File: src/rtl/aoi_arb_pkg.sv
// Shared types and helpers for the 4-way round-robin bus arbiter:
// FSM state, pointer type, one-hot encode and rotating-priority pick.
package aoi_arb_pkg;

    localparam int ARB_N = 4;

    typedef enum logic {
        IDLE,
        GRANT
    } state_e;

    typedef logic [1:0]       ptr_t;
    typedef logic [ARB_N-1:0] vec_t;

    function automatic vec_t onehot(input ptr_t idx);
        vec_t v;
        v      = '0;
        v[idx] = 1'b1;
        return v;
    endfunction

    // First requester at or after ptr, wrapping 3->0; scanning downward lets the
    // lowest rotated offset win the last assignment.
    function automatic ptr_t rr_pick(input vec_t req, input ptr_t ptr);
        ptr_t pick;
        ptr_t idx;
        pick = ptr;
        for (int i = ARB_N - 1; i >= 0; i--) begin
            idx = ptr + ptr_t'(i);
            if (req[idx]) pick = idx;
        end
        return pick;
    endfunction

endpackage

File: src/rtl/aoi_rr_bus_arbiter_if.sv
// Producer-side bus bundle: requests and packed data in, grant and shared
// registered data out.
interface aoi_rr_bus_arbiter_if #(
    parameter int W = 8
);
    import aoi_arb_pkg::*;

    vec_t               req;
    logic [ARB_N*W-1:0] din;
    vec_t               gnt;
    logic [W-1:0]       y;
    logic               vld;

    modport master (output req, output din, input gnt, input y, input vld);
    modport slave  (input req, input din, output gnt, output y, output vld);

endinterface

File: src/rtl/aoi22_mux4.sv
// One-hot-select 4:1 mux built as two AOI22 stages followed by a NAND2,
// so it maps directly onto standard cells.
module aoi22_mux4
    import aoi_arb_pkg::*;
#(
    parameter int W = 8
) (
    input  vec_t               sel_i,
    input  logic [ARB_N*W-1:0] din_i,
    output logic [W-1:0]       y_o
);

    logic [W-1:0] n01;
    logic [W-1:0] n23;

    assign n01 = ~((din_i[0*W +: W] & {W{sel_i[0]}}) | (din_i[1*W +: W] & {W{sel_i[1]}}));
    assign n23 = ~((din_i[2*W +: W] & {W{sel_i[2]}}) | (din_i[3*W +: W] & {W{sel_i[3]}}));
    assign y_o = ~(n01 & n23);

endmodule

File: src/rtl/aoi_rr_bus_arbiter.sv
// Round-robin owner of a shared W-bit bus with bounded hold under contention,
// registered one-hot grant and registered output data.
module aoi_rr_bus_arbiter
    import aoi_arb_pkg::*;
#(
    parameter int W       = 8,
    parameter int MAXHOLD = 8
) (
    input logic                  clk_i,
    input logic                  rst_i,
    aoi_rr_bus_arbiter_if.slave  bus
);

    localparam int             CW      = (MAXHOLD > 1) ? $clog2(MAXHOLD) : 1;
    localparam logic [CW-1:0]  CNT_MAX = CW'(MAXHOLD - 1);

    state_e        state_q, state_d;
    ptr_t          ptr_q, ptr_d;
    ptr_t          owner_q, owner_d;
    logic [CW-1:0] cnt_q, cnt_d;
    vec_t          gnt_q, gnt_d;
    logic [W-1:0]  y_q, y_d;
    logic          vld_q, vld_d;
    logic [W-1:0]  mux_y;
    logic          contend;

    aoi22_mux4 #(.W(W)) u_mux (
        .sel_i (gnt_q),
        .din_i (bus.din),
        .y_o   (mux_y)
    );

    assign contend = |(bus.req & ~gnt_q);

    always_comb begin
        // NOTE: every output gets a hold default first so no path leaves it unassigned (no latch).
        state_d = state_q;
        ptr_d   = ptr_q;
        owner_d = owner_q;
        cnt_d   = cnt_q;
        gnt_d   = gnt_q;

        unique case (state_q)
            IDLE: begin
                if (|bus.req) begin
                    owner_d = rr_pick(bus.req, ptr_q);
                    gnt_d   = onehot(owner_d);
                    cnt_d   = '0;
                    state_d = GRANT;
                end
            end
            GRANT: begin
                // Voluntary drop and timeout collapse into one release.
                if (!bus.req[owner_q] || (cnt_q == CNT_MAX && contend)) begin
                    gnt_d   = '0;
                    ptr_d   = owner_q + ptr_t'(1);
                    state_d = IDLE;
                end else if (cnt_q != CNT_MAX) begin
                    cnt_d = cnt_q + 1'b1;
                end
            end
            default: state_d = IDLE;
        endcase
    end

    assign vld_d = |(gnt_q & bus.req);
    assign y_d   = vld_d ? mux_y : y_q;

    always_ff @(posedge clk_i) begin
        // NOTE: non-blocking assignments so every register samples pre-edge values.
        if (rst_i) begin
            state_q <= IDLE;
            ptr_q   <= '0;
            owner_q <= '0;
            cnt_q   <= '0;
            gnt_q   <= '0;
            y_q     <= '0;
            vld_q   <= 1'b0;
        end else begin
            state_q <= state_d;
            ptr_q   <= ptr_d;
            owner_q <= owner_d;
            cnt_q   <= cnt_d;
            gnt_q   <= gnt_d;
            y_q     <= y_d;
            vld_q   <= vld_d;
        end
    end

    assign bus.gnt = gnt_q;
    assign bus.y   = y_q;
    assign bus.vld = vld_q;

endmodule

File: src/flat_wrapper.sv
// flat-port wrapper written by rule: the top's interface ports become plain ports
module aoi_rr_bus_arbiter_flat import aoi_arb_pkg::*;
#(
    parameter int W       = 8,
    parameter int MAXHOLD = 8
)
  (clk_i, rst_i, bus_req, bus_din, bus_gnt, bus_y, bus_vld);
  aoi_rr_bus_arbiter_if #(.W(W)) bus_i ();
  input logic clk_i;
  input logic rst_i;
  input wire logic [$bits(bus_i.req)-1:0] bus_req;
  input wire logic [$bits(bus_i.din)-1:0] bus_din;
  output wire logic [$bits(bus_i.gnt)-1:0] bus_gnt;
  output wire logic [$bits(bus_i.y)-1:0] bus_y;
  output wire logic [$bits(bus_i.vld)-1:0] bus_vld;
  assign bus_i.req = bus_req;
  assign bus_i.din = bus_din;
  assign bus_gnt = bus_i.gnt;
  assign bus_y = bus_i.y;
  assign bus_vld = bus_i.vld;
  aoi_rr_bus_arbiter #(.W(W), .MAXHOLD(MAXHOLD)) u_core (.clk_i(clk_i), .rst_i(rst_i), .bus(bus_i));
endmodule
File: config.mk
export PLATFORM = sky130hd
export DESIGN_NAME = aoi_rr_bus_arbiter_flat
export DESIGN_NICKNAME = d
export VERILOG_FILES = /design/src/rtl/aoi_arb_pkg.sv /design/src/rtl/aoi_rr_bus_arbiter_if.sv /design/src/rtl/aoi22_mux4.sv /design/src/rtl/aoi_rr_bus_arbiter.sv /design/src/flat_wrapper.sv
export SDC_FILE = /design/constraint.sdc
export NUM_CORES = 1
export LEC_CHECK = 0
export ABC_AREA = 1
export CAP_MARGIN = 30
export CORE_ASPECT_RATIO = 0.6
export CORE_MARGIN = 4
export CORE_UTILIZATION = 39
export CTS_CLUSTER_SIZE = 25
export DETAILED_ROUTE_END_ITERATION = 12
export PLACE_DENSITY_LB_ADDON = 0.2
export SLEW_MARGIN = 10
export SYNTH_ARGS = -nofsm -noshare
export SYNTH_HDL_FRONTEND = slang
export SYNTH_SLANG_ARGS = --single-unit
File: constraint.sdc
create_clock -name clk_i -period 1.4 [get_ports clk_i]
set_input_delay 0.28 -clock clk_i [delete_from_list [all_inputs] [get_ports clk_i]]
set_output_delay 0.28 -clock clk_i [all_outputs]
set_load 0.01 [all_outputs]
==> impl_table.tex, run 1 <==
\begin{tabular}{lr}
\hline
Metric & Value \\
\hline
\multicolumn{2}{l}{\textbf{STA}} \\
\quad Slew of the pin with the lowest slew margin & roughly 0.28 ns \\
\quad Period minus WS final & 1.43 ns \\
\quad Setup repair after global routing missed its margin & yes \\
\quad Worst-case setup margin in the final layout & -0.0346 ns \\
\quad Number of failing hold endpoints at the final stage & 0 \\
\quad Relative max-transition margin & 81.5\% \\
\quad Fin Setup TNS & -0.0898 ns \\
\quad Peak clock frequency supported by timing & roughly 0.7 GHz \\
\quad Fin. max-slew vios & 0 \\
\quad Ratio of final minimum period to clock period & 102\% \\
\quad Final Skew & just under 0.005 ns \\
\quad Number of endpoints failing setup at the final stage & 4 \\
\multicolumn{2}{l}{\textbf{Setup path}} \\
\quad Largest fanout of any net on the critical path & 7 \\
\quad Critical Setup Path Class & flip-flop to flip-flop \\
\quad Data required, critical path & between 1.5 and 2 ns \\
\quad Critical path buffers and inverters & 0 \\
\quad Data arrival time at the worst-slack endpoint & around 1.6 ns \\
\quad Category of the worst setup path capture point & flip-flop \\
\quad Startpoint Class & flip-flop \\
\quad Stage delay of the slowest cell on the critical path & between 0.3 and 0.4 ns \\
\quad Ordered list of cells on the worst path & ha\_4 > ha\_4 > o21ai\_2 > nand2\_2 > o21ai\_4 > nand3\_1 > nand2\_1 > nor2\_1 \\
\quad Most frequent cell on the critical path & ha\_4 \\
\quad Critical path's slowest cell & dfxtp\_1 \\
\quad Gate family responsible for the most delay along the worst path & flip-flops \\
\multicolumn{2}{l}{\textbf{Detailed routing}} \\
\quad DRC viols & 0 \\
\quad Total detailed-routing wirelength & 4430 um \\
\quad DR vias/cell & 5.24 \\
\quad Total number of vias & between 1500 and 2000 \\
\quad Number of search-and-repair iterations in the first detailed-routing pass & 4 \\
\quad Number of nets with antenna violations after routing & 0 \\
\quad Count of routing violations after the opening detailed-route iteration & about 160 \\
\quad Average routed wire per standard cell & between 10 and 15 um \\
\multicolumn{2}{l}{\textbf{Finish}} \\
\quad Post-layout nets & roughly 300 \\
\quad Finished Core Util & between 70\% and 80\% \\
\quad Number of antenna cells inserted & 0 \\
\quad Layout area overhead & 65.1\% \\
\quad Finished layout cell area & approximately 2200 um\^{}2 \\
\quad Fraction of final layout cells sized beyond drive strength 1 & between 30\% and 40\% \\
\multicolumn{2}{l}{\textbf{Place}} \\
\quad Detailed placement HPWL & roughly 3300 um \\
\quad Global placement routability congestion & 0.950 \\
\quad Area post-placement & $\sim$2000 um\^{}2 \\
\quad Port bufs & 50 \\
\multicolumn{2}{l}{\textbf{Synthesis}} \\
\quad Top cells by area, synth & dfxtp\_1, nand2\_1, a21oi\_1 \\
\quad Syn\_nets & between 200 and 250 \\
\quad Portion of synthesized cell area occupied by the leading cell type & 32.2\% \\
\quad Synth cell types & 27 \\
\quad Register bit count reported by yosys & 21 \\
\quad Gate count of the mapped netlist & between 150 and 200 \\
\quad Mapped Avg Cell Area & around 7 um\^{}2 \\
\quad Library cell occupying the most area in the post-synthesis netlist & dfxtp\_1 \\
\quad Cell area after synthesis & 1310 um\^{}2 \\
\quad Syn. warnings & 0 \\
\quad Register area share after synthesis & roughly 32\% \\
\multicolumn{2}{l}{\textbf{Clocking}} \\
\quad TritonCTS clock tree & built \\
\quad Root cell of the clock tree & clkbuf\_8 \\
\quad H-tree levels & 1 \\
\quad Clock latency reported for the late side of the worst-skew pair & around 0.26 ns \\
\quad Clock slew seen by the registers of the worst setup and hold paths & $\sim$0.080 ns \\
\quad Clk buf depth & 2 \\
\quad Number of clock sinks seen by CTS & 21 \\
\quad Cts hold-fix bufs & 0 \\
\quad Total clock buffers created by CTS & 3 \\
\multicolumn{2}{l}{\textbf{Die}} \\
\quad Number of placed I/O pins & 51 \\
\quad Die boundary height & between 50 and 60 um \\
\quad Die extent in x & 82.7 um \\
\quad Starting density of the core & 42.9\% \\
\quad Die Footprint & roughly 4400 um\^{}2 \\
\quad Count of standard-cell rows & 15 \\
\quad Core region area & approximately 3000 um\^{}2 \\
\multicolumn{2}{l}{\textbf{Worst hold path}} \\
\quad Path type of the worst min-delay path & flip-flop to flip-flop \\
\multicolumn{2}{l}{\textbf{GRT}} \\
\quad Gr usage total & 20.2\% \\
\quad Remaining global-route overflow & 0 \\
\quad Antenna violations before repair & 0 \\
\quad Maximum number of pins on one net before global-route repair & 15 \\
\quad First-pass GRT wire length & 6670 um \\
\quad Number of global-route vias before repair & 1401 \\
\multicolumn{2}{l}{\textbf{Pwr}} \\
\quad Worst IR drop on VDD & $\sim$0.66 mV \\
\quad Static Leak & between 0.0009 and 0.001 uW \\
\quad Pwr dens & between 1000 and 1500 nW/um\^{}2 \\
\multicolumn{2}{l}{\textbf{Run status}} \\
\quad Failing checks & negative setup slack \\
\quad Status & finished, violations left \\
\multicolumn{2}{l}{\textbf{Flow run}} \\
\quad Max-cap violations & 0 \\
\hline
\end{tabular}
power breakdown:
group | switching (uW) | internal (uW) | total, uW
logic | 700 | 603 | 1300
registers | 108 | 729 | 837
clock network | 195 | 198 | 393
total | 1000 | 1530 | 2530
layout make-up:
class	instances	area, um^2
clock buffers	3	41.3
clock inverters	1	5.00
fillers	254	886
inverters	21	93.8
multi-input cells	141	871
flip-flops and latches	21	432
well taps	42	52.6
repair buffers	74	659
worst reg2reg max path: stages, from the launching register on:
cell	delay, ns
dfxtp_1	0.34
ha_4	0.17
ha_4	0.16
o21ai_2	0.07
nand2_2	0.12
o21ai_4	0.25
nand3_1	0.11
nand2_1	0.07
nor2_1	0.04
flip-flops by register name, indices dropped and copies added, names as in the netlist:
name	flops
u_core.cnt_q	3
u_core.bus.vld	1
u_core.bus.gnt	4
u_core.bus.y	8
u_core.ptr_q	2
u_core.owner_q	2
u_core.state_q	1
per-stage QoR:
step                      cells  hold slack [ns]  setup slack (ns)  total power, uW
after floorplan             191            0.440            0.0287             1480
after global placement      294            0.479            -0.403             2010
after detailed placement    294            0.490            -0.402             2020
after CTS                   300            0.499           0.00433             2390
after global routing        303            0.506            -0.138             2730
final                       303            0.500           -0.0346             2530
cells in the mapped netlist, drive strengths merged:
cell and number:
dfxtp 21, o22ai 3, or2 1, a22o 10, a31oi 5, clkinv 1, nor2 11, clkbuf 1
nand2 54, buf 7, a21oi 21, nand4 3, nand3 15, ha 2, nor3 1, a311oi 3
o21ai 12, inv 20
layout by cell type (no fill, tap or decap):
| master | n |
|---|---|
| nand2_1 | 34 |
| clkdlybuf4s50_1 | 33 |
| buf_4 | 24 |
| nand2_2 | 17 |
| a21oi_1 | 17 |
| dlygate4sd2_1 | 17 |
| dfxtp_1 | 14 |
| nor2_1 | 11 |
| nand3_1 | 10 |
| a22o_1 | 10 |
| inv_1 | 9 |
| inv_2 | 9 |
| dfxtp_2 | 6 |
| a31oi_1 | 5 |
| nand3_2 | 4 |
| o21ai_0 | 4 |
| o21ai_1 | 4 |
| nand2_4 | 3 |
| nand4_1 | 3 |
| o22ai_1 | 3 |
| o21ai_2 | 3 |
| a21oi_2 | 3 |
| a311oi_1 | 3 |
| clkbuf_8 | 3 |
| ha_4 | 2 |
| clkinv_8 | 1 |
| inv_4 | 1 |
| nand3_4 | 1 |
| clkinv_1 | 1 |
| a21oi_4 | 1 |
| o21ai_4 | 1 |
| or2_2 | 1 |
| nor3_1 | 1 |
| clkinv_2 | 1 |
| dfxtp_4 | 1 |
routing by layer:
| metal | vias up | routed length (um) | GRT usage [%] |
|---|---|---|---|
| li1 | 794 | - | - |
| met1 | 724 | 2050 | 29.1 |
| met2 | 61 | 1960 | 29.4 |
| met3 | 10 | 368 | 5.50 |
| met4 | 0 | 47 | 4.89 |
| met5 | - | 0 | 0 |
final timing paths:
path / from / to / slack [ns] / cells after the start
setup / recovery: u_core.cnt_q[1]$_SDFFE_PP0P_ / u_core.cnt_q[0]$_SDFFE_PP0P_ / -0.03 / 8
hold / removal: u_core.bus.y[6]$_SDFFE_PP0P_ / u_core.bus.y[6]$_SDFFE_PP0P_ / 0.50 / 2
setup reg to reg: u_core.cnt_q[1]$_SDFFE_PP0P_ / u_core.cnt_q[0]$_SDFFE_PP0P_ / -0.03 / 8
hold reg to reg: u_core.bus.y[6]$_SDFFE_PP0P_ / u_core.bus.y[6]$_SDFFE_PP0P_ / 0.50 / 2
repair_timing:
item,CTS,global route
resized for setup,28,35
pin swaps,4,13
setup buffers,2,4
gates cloned,0,0
endpoints found under the setup margin,33,14
logic make-up after synthesis:
kind of cell / Yosys count / synth area share [%]
AO/OA/AOI/OAI: 54 / 26.4
adder cells (fa/ha/maj): 2 / 1.92
buffers and inverters: 29 / 10.6
flip-flops: 21 / 32.2
AND/OR/NAND/NOR: 85 / 28.9
Note: power is estimated with default switching activity, not from simulation.
==> inputs of run 2 (changes only) <==
--- a/config.mk
+++ b/config.mk
@@ -13,6 +13,7 @@
 export CTS_CLUSTER_SIZE = 25
 export DETAILED_ROUTE_END_ITERATION = 12
 export PLACE_DENSITY_LB_ADDON = 0.2
+export SETUP_SLACK_MARGIN = 0.02
 export SLEW_MARGIN = 10
 export SYNTH_ARGS = -nofsm -noshare
 export SYNTH_HDL_FRONTEND = slang
==> constraint.sdc (replaced) <==
create_clock -name clk_i -period 1.2 [get_ports clk_i]
set_input_delay 0.24 -clock clk_i [delete_from_list [all_inputs] [get_ports clk_i]]
set_output_delay 0.24 -clock clk_i [all_outputs]
set_load 0.01 [all_outputs]
==> run 2 against run 1 <==
- critical path type unchanged
- total power is 34% higher
- largest cell class unchanged
- register-to-register slack worse by 0.23 ns
- the flow still finishes with violations (negative setup slack)
- sequential power is 18% higher
- setup slack worse by 0.23 ns
- clock skew is 0.0015 ns higher
==> impl_table.tex, run 2 (synthesis gave the netlist of run 1 again) <==
\begin{tabular}{lr}
\hline
Metric & Value \\
\hline
\multicolumn{2}{l}{\textbf{Run status}} \\
\quad Status & finished, violations left (unchanged) \\
\quad Failing checks & negative setup slack (unchanged) \\
\multicolumn{2}{l}{\textbf{Pwr}} \\
\quad Worst IR drop on VDD & 0.843 mV (was 0.659 mV) \\
\quad Static Leak & 0.00108 uW (was 0.000998 uW) \\
\quad Pwr dens & 1430 nW/um\^{}2 (was 1180 nW/um\^{}2) \\
\multicolumn{2}{l}{\textbf{STA}} \\
\quad Peak clock frequency supported by timing & 0.684 GHz (was 0.697 GHz) \\
\quad Slew of the pin with the lowest slew margin & 0.250 ns (was 0.278 ns) \\
\quad Final Skew & 0.00643 ns (was 0.00491 ns) \\
\quad Fin. max-slew vios & 0 (unchanged) \\
\quad Worst-case setup margin in the final layout & -0.263 ns (was -0.0346 ns) \\
\quad Fin Setup TNS & -3.37 ns (was -0.0898 ns) \\
\quad Relative max-transition margin & 83.3\% (was 81.5\%) \\
\quad Final hold slack & 0.507 ns (was 0.500 ns) \\
\quad Period minus WS final & 1.46 ns (was 1.43 ns) \\
\quad Setup repair after global routing missed its margin & yes (unchanged) \\
\quad Ratio of final minimum period to clock period & 122\% (was 102\%) \\
\quad Number of failing hold endpoints at the final stage & 0 (unchanged) \\
\quad Number of endpoints failing setup at the final stage & 21 (was 4) \\
\multicolumn{2}{l}{\textbf{Clocking}} \\
\quad TritonCTS clock tree & built (unchanged) \\
\quad Total clock buffers created by CTS & 3 (unchanged) \\
\quad Clock slew seen by the registers of the worst setup and hold paths & 0.08 ns (about the same) \\
\quad Clk buf depth & 2 (unchanged) \\
\quad Number of clock sinks seen by CTS & 21 (unchanged) \\
\quad Clock latency reported for the late side of the worst-skew pair & 0.26 ns (about the same) \\
\quad H-tree levels & 1 (unchanged) \\
\quad Cts hold-fix bufs & 0 (unchanged) \\
\quad Root cell of the clock tree & clkbuf\_8 (unchanged) \\
\multicolumn{2}{l}{\textbf{Finish}} \\
\quad Top library cells by usage in the layout, fill and taps aside & clkdlybuf4s50\_1, nand2\_1, buf\_4, nand2\_2, a21oi\_1 (was nand2\_1, clkdlybuf4s50\_1, buf\_4) \\
\quad Post-layout nets & 310 (was 302) \\
\quad Most common library cell in the layout ignoring fill and taps & clkdlybuf4s50\_1 (was nand2\_1) \\
\quad Number of antenna cells inserted & 0 (unchanged) \\
\quad Finished layout cell area & 2380 um\^{}2 (was 2150 um\^{}2) \\
\quad Fraction of final layout cells sized beyond drive strength 1 & 42.8\% (was 31.4\%) \\
\quad Layout area overhead & 82.7\% (was 65.1\%) \\
\quad Largest register FFs & 8 (unchanged) \\
\multicolumn{2}{l}{\textbf{GRT}} \\
\quad Remaining global-route overflow & 0 (unchanged) \\
\quad Met3 routing resource usage after global routing & 6.36\% (was 5.50\%) \\
\quad Gr usage total & 22.4\% (was 20.2\%) \\
\quad Maximum number of pins on one net before global-route repair & 13 (was 15) \\
\quad First-pass GRT wire length & 7410 um (was 6670 um) \\
\quad Layer with the highest usage & met2 (unchanged) \\
\quad Antenna violations before repair & 0 (unchanged) \\
\quad Met1 routing resource usage after global routing & 32.0\% (was 29.1\%) \\
\quad Met2 global-route usage & 34.4\% (was 29.4\%) \\
\quad Number of global-route vias before repair & 1522 (was 1401) \\
\multicolumn{2}{l}{\textbf{Die}} \\
\quad Die extent in x & 82.7 um (unchanged) \\
\quad Core region area & 3040 um\^{}2 (unchanged) \\
\quad Die boundary height & 52.8 um (unchanged) \\
\quad Number of placed I/O pins & 51 (unchanged) \\
\quad Starting density of the core & 42.9\% (unchanged) \\
\quad Count of standard-cell rows & 15 (unchanged) \\
\quad Die Footprint & 4370 um\^{}2 (unchanged) \\
\multicolumn{2}{l}{\textbf{Setup path}} \\
\quad Data required, critical path & 1.36 ns (was 1.55 ns) \\
\quad Largest fanout of any net on the critical path & 7 (unchanged) \\
\quad Category of the worst setup path capture point & flip-flop (unchanged) \\
\quad Startpoint Class & flip-flop (unchanged) \\
\quad Data arrival time at the worst-slack endpoint & 1.62 ns (was 1.59 ns) \\
\quad Critical Setup Path Class & flip-flop to flip-flop (unchanged) \\
\multicolumn{2}{l}{\textbf{Detailed routing}} \\
\quad DRC viols & 0 (unchanged) \\
\quad DR vias/cell & 5.45 (was 5.24) \\
\quad Total number of vias & 1695 (was 1589) \\
\quad Total detailed-routing wirelength & 5150 um (was 4430 um) \\
\quad Number of search-and-repair iterations in the first detailed-routing pass & 4 (unchanged) \\
\quad Count of routing violations after the opening detailed-route iteration & 106 (was 155) \\
\quad Number of nets with antenna violations after routing & 0 (unchanged) \\
\quad Average routed wire per standard cell & 16.5 um (was 14.6 um) \\
\multicolumn{2}{l}{\textbf{Place}} \\
\quad Setup slack at placement & -0.589 ns (was -0.402 ns) \\
\quad Port bufs & 50 (unchanged) \\
\quad Global placement routability congestion & 0.910 (was 0.950) \\
\quad Detailed placement HPWL & 3230 um (was 3270 um) \\
\quad Area post-placement & 2040 um\^{}2 (was 1960 um\^{}2) \\
\multicolumn{2}{l}{\textbf{Worst hold path}} \\
\quad Path type of the worst min-delay path & flip-flop to flip-flop (unchanged) \\
\multicolumn{2}{l}{\textbf{Flow run}} \\
\quad Max-cap violations & 0 (unchanged) \\
\hline
\end{tabular}
[run 2: final cells by class]
class / instances / area [um^2]
repair inverters: 1 / 7.51
multi-input cells: 141 / 1000
flip-flops and latches: 21 / 439
repair buffers: 81 / 743
fillers: 193 / 656
clock buffers: 3 / 41.3
inverters: 21 / 91.3
well taps: 42 / 52.6
clock inverters: 1 / 5.00
[run 2: power breakdown]
| part | switching, uW | internal, uW |
|---|---|---|
| sequential | 136 | 854 |
| clock | 239 | 232 |
| combinational | 1050 | 893 |
[run 2: per-stage QoR]
step | total power, uW | util [%] | cells
5_1_grt | 3590 | 78.4 | 311
4_1_cts | 3060 | 73.8 | 305
3_5_place_dp | 2410 | 67.2 | 296
3_3_place_gp | 2400 | 67.2 | 296
6_report | 3400 | 78.4 | 311
2_1_floorplan | 1800 | - | 191
[run 2: worst max-delay path: stages (launching register included)]
cell	delay, ns
dfxtp_2	0.34
inv_1	0.08
nor2_1	0.06
o22ai_2	0.22
nand2_2	0.14
o21ai_4	0.28
nand3_1	0.10
nand2_1	0.08
nor2_1	0.04
[run 2: worst paths after layout]
path | slack (ns) | depth (start not counted) | start | endpoint
hold reg to reg | 0.51 | 2 | u_core.bus.y[1]$_SDFFE_PP0P_ | u_core.bus.y[1]$_SDFFE_PP0P_
setup reg to reg | -0.26 | 8 | u_core.owner_q[0]$_SDFFE_PP0P_ | u_core.cnt_q[1]$_SDFFE_PP0P_
hold / removal | 0.51 | 2 | u_core.bus.y[1]$_SDFFE_PP0P_ | u_core.bus.y[1]$_SDFFE_PP0P_
setup / recovery | -0.26 | 8 | u_core.owner_q[0]$_SDFFE_PP0P_ | u_core.cnt_q[1]$_SDFFE_PP0P_
[run 2: what timing repair did]
item,CTS,global route
pin swaps,23,18
setup buffers,5,6
cloned,1,0
gates resized for setup,68,32
setup endpoints to repair,34,22
[run 2: routing by layer]
layer	share of wire, %	vias up
met5	0	-
li1	-	810
met4	1.9	0
met2	44	96
met3	8.3	12
met1	45	777
